File: config.mk
export PLATFORM = sky130hd
export DESIGN_NAME = hazard_scoreboard_unit
export DESIGN_NICKNAME = d
export VERILOG_FILES = /design/src/rtl/hazard_scoreboard_unit.sv
export SDC_FILE = /design/constraint.sdc
export NUM_CORES = 1
export LEC_CHECK = 0
export ABC_AREA = 1
export ABC_CLOCK_PERIOD_IN_PS = 4050
export CORE_ASPECT_RATIO = 0.7
export CORE_MARGIN = 2
export CORE_UTILIZATION = 50
export DETAILED_ROUTE_END_ITERATION = 8
export PLACE_DENSITY = 0.7
export SYNTH_ARGS = -nofsm -noshare
export SYNTH_HDL_FRONTEND = slang
export SYNTH_SLANG_ARGS = --single-unit
File: constraint.sdc
create_clock -name clk -period 4.05 [get_ports clk]
set_clock_uncertainty 0.15 [all_clocks]
set_input_delay 0.405 -clock clk [delete_from_list [all_inputs] [get_ports clk]]
set_output_delay 0.405 -clock clk [all_outputs]
set_load 0.02 [all_outputs]
File: src/rtl/hazard_scoreboard_unit.sv
// Decode-side hazard unit: RAW forwarding select, load-use bubbles and a per-register
// multi-cycle scoreboard. Optional perf counters under `HAZARD_PERF_CNT_EN`.
`timescale 1ns/1ps
module hazard_scoreboard_unit #(
  parameter int NUM_REGS         = 32,
  parameter int REG_ADDR_W       = 5,
  parameter int NUM_FWD_STAGES   = 3,
  parameter int LOAD_READY_STAGE = 2,
  parameter int MC_LAT_W         = 4,
  parameter int SEL_W            = $clog2(NUM_FWD_STAGES+1)
) (
  input  logic                                 clk,
  input  logic                                 reset_n,
  input  logic                                 id_valid,
  input  logic [REG_ADDR_W-1:0]                rs1_id,
  input  logic [REG_ADDR_W-1:0]                rs2_id,
  input  logic                                 rs1_used,
  input  logic                                 rs2_used,
  input  logic [REG_ADDR_W-1:0]                rd_id,
  input  logic                                 rd_write_id,
  input  logic [NUM_FWD_STAGES*REG_ADDR_W-1:0] stage_rd,
  input  logic [NUM_FWD_STAGES-1:0]            stage_reg_write,
  input  logic [NUM_FWD_STAGES-1:0]            stage_is_load,
  input  logic                                 mc_issue,
  input  logic [REG_ADDR_W-1:0]                mc_rd,
  input  logic [MC_LAT_W-1:0]                  mc_lat,
  input  logic                                 flush,
  output logic [SEL_W-1:0]                     fwd_sel1,
  output logic [SEL_W-1:0]                     fwd_sel2,
  output logic                                 stall,
  output logic                                 bubble
`ifdef HAZARD_PERF_CNT_EN
  ,
  output logic [31:0]                          stall_cycles,
  output logic [31:0]                          load_use_events
`endif
);

  localparam int NUM_IDX = 1 << REG_ADDR_W;

  logic [NUM_FWD_STAGES-1:0] w_match1;
  logic [NUM_FWD_STAGES-1:0] w_match2;
  logic [NUM_IDX-1:0]        w_busy;
  logic [MC_LAT_W-1:0]       w_mc_load;
  logic [SEL_W-1:0]          w_sel1;
  logic [SEL_W-1:0]          w_sel2;
  logic                      w_lu1;
  logic                      w_lu2;
  logic                      w_sb_stall;
  logic                      w_gate;
  logic                      w_stall;

  genvar gi;

  generate
    for (gi = 0; gi < NUM_FWD_STAGES; gi++) begin : g_stage
      logic [REG_ADDR_W-1:0] w_rd;
      logic                  w_wr_ok;
      assign w_rd         = stage_rd[gi*REG_ADDR_W +: REG_ADDR_W];
      assign w_wr_ok      = stage_reg_write[gi] && (w_rd != '0);
      assign w_match1[gi] = w_wr_ok && rs1_used && (rs1_id != '0) && (w_rd == rs1_id);
      assign w_match2[gi] = w_wr_ok && rs2_used && (rs2_id != '0) && (w_rd == rs2_id);
    end
  endgenerate

  // Scan oldest to youngest so the youngest matching stage is left in the select.
  always_comb begin
    w_sel1 = '0;
    w_sel2 = '0;
    w_lu1  = 1'b0;
    w_lu2  = 1'b0;
    for (int k = NUM_FWD_STAGES; k >= 1; k--) begin
      if (w_match1[k-1]) begin
        w_sel1 = SEL_W'(k);
        w_lu1  = stage_is_load[k-1] && (k < LOAD_READY_STAGE);
      end
      if (w_match2[k-1]) begin
        w_sel2 = SEL_W'(k);
        w_lu2  = stage_is_load[k-1] && (k < LOAD_READY_STAGE);
      end
    end
  end

  assign w_mc_load = (mc_lat == '0) ? MC_LAT_W'(1) : mc_lat;

  // Busy vector spans the full index space so any source index is safe to look up.
  generate
    for (gi = 0; gi < NUM_IDX; gi++) begin : g_reg
      if (gi == 0 || gi >= NUM_REGS) begin : g_none
        assign w_busy[gi] = 1'b0;
      end else begin : g_cnt
        logic [MC_LAT_W-1:0] r_cnt;
        always_ff @(posedge clk) begin
          if (!reset_n) begin
            r_cnt <= '0;
          end else if (mc_issue && (mc_rd == REG_ADDR_W'(gi))) begin
            r_cnt <= w_mc_load;
          end else if (r_cnt != '0) begin
            r_cnt <= r_cnt - MC_LAT_W'(1);
          end
        end
        assign w_busy[gi] = (r_cnt != '0);
      end
    end
  endgenerate

  assign w_sb_stall = (rs1_used && w_busy[rs1_id]) ||
                      (rs2_used && w_busy[rs2_id]) ||
                      (rd_write_id && w_busy[rd_id]);
  assign w_gate     = reset_n && id_valid && !flush;
  assign w_stall    = w_gate && (w_lu1 || w_lu2 || w_sb_stall);

  assign stall    = w_stall;
  assign bubble   = w_stall;
  assign fwd_sel1 = (!reset_n || w_lu1) ? '0 : w_sel1;
  assign fwd_sel2 = (!reset_n || w_lu2) ? '0 : w_sel2;

`ifdef HAZARD_PERF_CNT_EN
  logic [31:0] r_stall_cycles;
  logic [31:0] r_load_use_events;

  always_ff @(posedge clk) begin
    if (!reset_n) begin
      r_stall_cycles    <= '0;
      r_load_use_events <= '0;
    end else begin
      if (w_stall && (r_stall_cycles != '1))
        r_stall_cycles <= r_stall_cycles + 32'd1;
      if (w_gate && (w_lu1 || w_lu2) && (r_load_use_events != '1))
        r_load_use_events <= r_load_use_events + 32'd1;
    end
  end

  assign stall_cycles    = r_stall_cycles;
  assign load_use_events = r_load_use_events;
`endif

endmodule

==> impl_metrics.py, run 1 <==
metrics = {
    "placement": {
        "routabilityCongestion": 0.939,
        "hpwl_um": 17800,
        "io_buffers": 56,
    },
    "clock_network": {
        "post_cts_buffers": 0,
        "worstSkewPairLatency_ns": 0.42,
        "cts_root_buf": "clkbuf_16",
        "cts.sinks": 124,
        "cts_hold_buffers": 0,
        "cts_buffer_depth": 2,
        "h-tree-depth": 4,
        "cts_made_buffers": 17,
        "clk_pin_slew_ns": 0.06,
        "cts_tree": "done",
        "cts_resized": 0,
    },
    "global_routing": {
        "grt_pass1_vias": 8108,
        "grt_pass1_wl_um": 40400,
        "grt_use_total_pct": 27.4,
        "grt-ovfl-total": 0,
        "grt_max_degree": 50,
        "antenna_found_initial": 0,
    },
    "pwr": {
        "cellPowerDensity_nw_per_um2": 697,
        "leakagePower_nw": 4.62,
        "peakVddDrop_mv": 0.407,
    },
    "layout": {
        "top_regs": "g.g_cnt.r_cnt: 124 flops",
        "nets": 1533,
        "largest_register_ffs": 124,
        "antenna_cells": 0,
        "final_cell_mix": "247 x nand2_1, 220 x inv_1, 214 x nor2_1",
        "area_growth_pct": 14.7,
        "layout-drive-gt1-share_pct": 7.94,
        "top_register": "g.g_cnt.r_cnt",
        "final_util_pct": 58.7,
        "layout_commonest_cell": "nand2_1",
    },
    "synth": {
        "synth.yosys.seq_area_share_pct": 28.2,
        "synthCells": 1401,
        "ys_warn_count": 0,
        "synth_nets": 1485,
        "yosysUniqueCellTypes": 39,
        "synth_area_per_cell_um2": 6.29,
        "synth_area_um2": 8810,
        "ys_ff_latch": 124,
    },
    "run": {
        "maxCapViolations": 0,
    },
    "die": {
        "die_y_um": 115,
        "core_um2": 17200,
        "die_w_um": 163,
        "dieArea_um2": 18700,
        "initial_core_util_pct": 51.2,
        "row_count": 40,
        "io-pin-count": 59,
    },
    "drt": {
        "first_pass_iters": 7,
        "vias_per_cell": 5.39,
        "drc_errors": 0,
        "postRouteAntennaNets": 0,
        "routed_wl_um": 25000,
        "vias": 9115,
        "routedWlPerCell_um": 14.8,
        "drtIter0Drc": 782,
    },
    "timing": {
        "worstMarginPinSlew_ns": 0.606,
        "final_hold_viol_count": 0,
        "rsz0062_at_grt": "false",
        "period_share_pct": 87.7,
        "finalSetupViolations": 0,
        "tns_ns": 0,
        "max_freq_mhz": 281,
        "period_needed_ns": 3.55,
        "slew_headroom_pct": 59.5,
        "drv_slew": 0,
    },
    "worst_hold_path": {
        "hp-class": "input port to flip-flop",
    },
    "critical_path": {
        "crit_path_end_kind": "primary output",
        "crit_type": "input port to primary output",
        "required_ns": 3.49,
        "cp_max_fo": 13,
        "cp.arrival_ns": 3.00,
        "startpoint_type": "input port",
    },
    "outcome": {
        "status": "completed",
    },
}
[worst paths after layout]
check,from,to,slack (ns),cells after the start
hold / removal,reset_n,g_reg[28].g_cnt.r_cnt[0],0.26,3
setup reg to reg,g_reg[30].g_cnt.r_cnt[0],g_reg[30].g_cnt.r_cnt[1],2.31,10
setup / recovery,rs1_id[0],stall,0.50,14
hold reg to reg,g_reg[12].g_cnt.r_cnt[0],g_reg[12].g_cnt.r_cnt[0],0.33,2
[worst max-delay path, stage by stage]
cell	delay, ns
clkdlybuf4s50_1	0.83
nor2_2	0.13
inv_1	0.23
nor2_1	0.08
nor2_1	0.10
nand2_1	0.07
nand3_1	0.08
nand2_1	0.05
nand2_1	0.05
nand3_1	0.08
nand2_1	0.09
nor2_1	0.05
nor2_1	0.11
clkdlybuf4s50_1	0.63
[synthesized netlist by cell type (all sizes together)]
master / n / area (µm²)
clkbuf: 19 / 71.3
nor2: 240 / 1020
o22ai: 8 / 50.1
xor2: 37 / 324
nor4: 6 / 58.8
ha: 31 / 388
a2111oi: 2 / 30.0
o211ai: 3 / 22.5
buf: 20 / 120
nand2: 251 / 952
o31ai: 1 / 7.51
nand3b: 2 / 15.0
o21ai: 138 / 691
or2: 1 / 6.26
a211oi: 64 / 510
dfxtp: 124 / 2480
xnor2: 5 / 43.8
o41ai: 2 / 17.5
nand3: 100 / 500
a31oi: 29 / 196
nand4: 4 / 25.0
or4: 1 / 7.51
inv: 251 / 942
a21oi: 52 / 260
nor3: 9 / 56.3
a311oi: 1 / 8.76
[kinds of logic (layout without fill, tap and decap cells)]
| family | Yosys count | count (layout) | synth area share (%) |
|---|---|---|---|
| AO/OA/AOI/OAI | 300 | 300 | 20.4 |
| buffers and inverters | 290 | 350 | 12.9 |
| XOR/XNOR | 42 | 42 | 4.18 |
| adder cells (fa/ha/maj) | 31 | 31 | 4.40 |
| AND/OR/NAND/NOR | 614 | 614 | 30.0 |
| flip-flops | 124 | 124 | 28.2 |
[where the power goes]
part | internal (W) | switching (W) | total [W]
sequential | 0.00168 | 0.000242 | 0.00193
combinational | 0.00132 | 0.00234 | 0.00366
clock | 0.000869 | 0.000591 | 0.00146
total | 0.00387 | 0.00317 | 0.00704
[metal layers]
| metal | GRT usage [%] | routed length, µm |
|---|---|---|
| met1 | 40.1 | 12100 |
| met2 | 41.8 | 10300 |
| met3 | 4.80 | 2210 |
| met4 | 6.67 | 334 |
| met5 | 0 | 0 |
[through the flow]
step                power, W  area, µm²  setup WS, ns  std cells  hold WS (ns)
CTS                  0.00701      10100         0.491       1692         0.246
detailed placement   0.00552       9550         0.494       1661         0.327
global route         0.00771      10100         0.324       1692         0.286
finish               0.00704      10100         0.497       1692         0.264
global placement     0.00545       9550         0.542       1661         0.323
floorplan            0.00468       8810          1.61       1401         0.308
[layout make-up]
cell class,instances,area (µm²)
clock buffer,20,457
clock inverter,11,96.3
fill,1673,7110
inverter,251,942
multi-input combinational,987,5190
sequential,124,2480
tap,231,289
timing repair buffer,68,646
Note: power is estimated with default switching activity, not from simulation.
==> inputs of run 2 (changes only) <==
- DONT_BUFFER_PORTS: not set -> 1
- PLACE_DENSITY: 0.7 -> 0.66
==> impl_metrics.py, run 2 (synthesis results as in run 1) <==
metrics = {
    "outcome": {
        "status": "completed",
    },
    "clock_network": {
        "h-tree-depth": 4,
        "cts_hold_buffers": 5,
        "post_cts_buffers": 0,
        "cts.sinks": 124,
        "cts_buffer_depth": 2,
        "cts_made_buffers": 17,
        "clk_pin_slew_ns": 0.06,
        "cts_resized": 0,
        "cts_tree": "done",
        "cts_root_buf": "clkbuf_16",
        "worstSkewPairLatency_ns": 0.44,
    },
    "layout": {
        "area_growth_pct": 8.71,
        "layout_commonest_cell": "nand2_1",
        "fillers": 1677,
        "layout-drive-gt1-share_pct": 7.64,
        "final_cell_mix": "247 x nand2_1, 220 x inv_1, 214 x nor2_1",
        "nets": 1473,
        "antenna_cells": 0,
        "largest_register_ffs": 124,
        "final_util_pct": 55.6,
        "top_register": "g.g_cnt.r_cnt",
        "top_regs": "g.g_cnt.r_cnt: 124 flops",
    },
    "global_routing": {
        "antenna_found_initial": 0,
        "grt_pass1_wl_um": 41800,
        "grt_use_total_pct": 28.7,
        "grt-ovfl-total": 0,
        "grt_max_degree": 34,
        "grt_pass1_vias": 8078,
    },
    "pwr": {
        "peakVddDrop_mv": 0.339,
        "leakagePower_nw": 4.40,
        "cellPowerDensity_nw_per_um2": 734,
        "power_w": 0.00703,
    },
    "drt": {
        "vias_per_cell": 5.42,
        "drtIter0Drc": 881,
        "routed_wl_um": 25900,
        "routedWlPerCell_um": 15.9,
        "first_pass_iters": 5,
        "postRouteAntennaNets": 0,
        "vias": 8848,
        "drc_errors": 0,
    },
    "timing": {
        "max_freq_mhz": 309,
        "finalSetupViolations": 0,
        "tns_ns": 0,
        "rsz0062_at_grt": "false",
        "period_share_pct": 80.0,
        "slew_headroom_pct": 41.9,
        "period_needed_ns": 3.24,
        "final_hold_viol_count": 0,
        "drv_slew": 0,
        "worstMarginPinSlew_ns": 0.871,
    },
    "critical_path": {
        "crit_type": "flip-flop to primary output",
        "startpoint_type": "flip-flop",
        "cp_max_fo": 7,
        "required_ns": 3.49,
        "cp.arrival_ns": 2.69,
        "crit_path_end_kind": "primary output",
    },
    "run": {
        "maxCapViolations": 0,
    },
    "die": {
        "io-pin-count": 59,
        "initial_core_util_pct": 51.2,
        "die_w_um": 163,
        "dieArea_um2": 18700,
        "die_y_um": 115,
        "row_count": 40,
        "core_um2": 17200,
    },
    "placement": {
        "routabilityCongestion": 0.888,
        "io_buffers": 0,
        "hpwl_um": 17400,
    },
    "worst_hold_path": {
        "hp-class": "input port to flip-flop",
    },
}
-- run 2: changes by cell type in the layout (fill, tap and decap cells not counted), sizes merged --
cell / change
clkbuf: +1
clkdlybuf4s50: -55
bufinv: +1
clkinv: -3
inv: +1
buf: -8
dlygate4sd3: +3
-- run 2: per-layer routing --
metal / GRT usage [%] / share of wire (%) / vias up
met3: 6.20 / 7.4 / 34
li1: - / - / 4523
met4: 9.14 / 1.6 / 0
met1: 40.7 / 50 / 4003
met5: 0 / 0 / -
met2: 43.4 / 41 / 288
-- run 2: final timing paths --
check / start / endpoint / slack [ns] / cells after the start
worst min-delay path: mc_lat[3] / g_reg[15].g_cnt.r_cnt[3] / 0.007 / 2
worst max register to register: g_reg[30].g_cnt.r_cnt[0] / g_reg[30].g_cnt.r_cnt[2] / 1.96 / 10
worst min register to register: g_reg[5].g_cnt.r_cnt[0] / g_reg[5].g_cnt.r_cnt[0] / 0.33 / 2
worst max-delay path: g_reg[23].g_cnt.r_cnt[0] / bubble / 0.81 / 15
-- run 2: final cells by class --
cell class / instances / area [µm²] / share of cell area, %
Clock inverter: 10 / 116 / 1.22
Sequential cell: 124 / 2480 / 25.9
Timing Repair Buffer: 8 / 92.6 / 0.967
Inverter: 251 / 942 / 9.84
Tap cell: 231 / 289 / 3.02
Multi-Input combinational cell: 987 / 5190 / 54.2
Clock buffer: 21 / 460 / 4.81
-- run 2: critical path, cell delays in order (launching register included) --
cell	delay [ns]
dfxtp_1	0.32
inv_1	0.07
ha_1	0.21
inv_1	0.05
nor2_1	0.04
nand2_1	0.27
nand2_1	0.08
nand3_1	0.08
nand3_1	0.07
nand3_1	0.09
nand2_1	0.06
nand2_1	0.05
nand3_1	0.11
nand2_1	0.11
nor2_1	0.06
nor2_1	0.56
-- run 2: metrics by stage --
stage | cell area (µm²) | hold WS, ns | setup slack, ns | instances
2_1_floorplan | 8810 | 0.308 | 1.61 | 1401
3_3_place_gp | 8930 | 0.320 | 1.31 | 1596
3_5_place_dp | 8930 | 0.321 | 1.30 | 1596
4_1_cts | 9580 | 0.00196 | 0.836 | 1632
5_1_grt | 9580 | 0.0000813 | 0.590 | 1632
6_report | 9580 | 0.00653 | 0.810 | 1632
-- run 2: power by group --
group	switching [W]	internal, W	leakage (nW)
sequential	0.000242	0.00168	1.03
clock	0.000606	0.000934	0.279
combinational	0.00228	0.00128	3.09
total	0.00313	0.00390	4.40
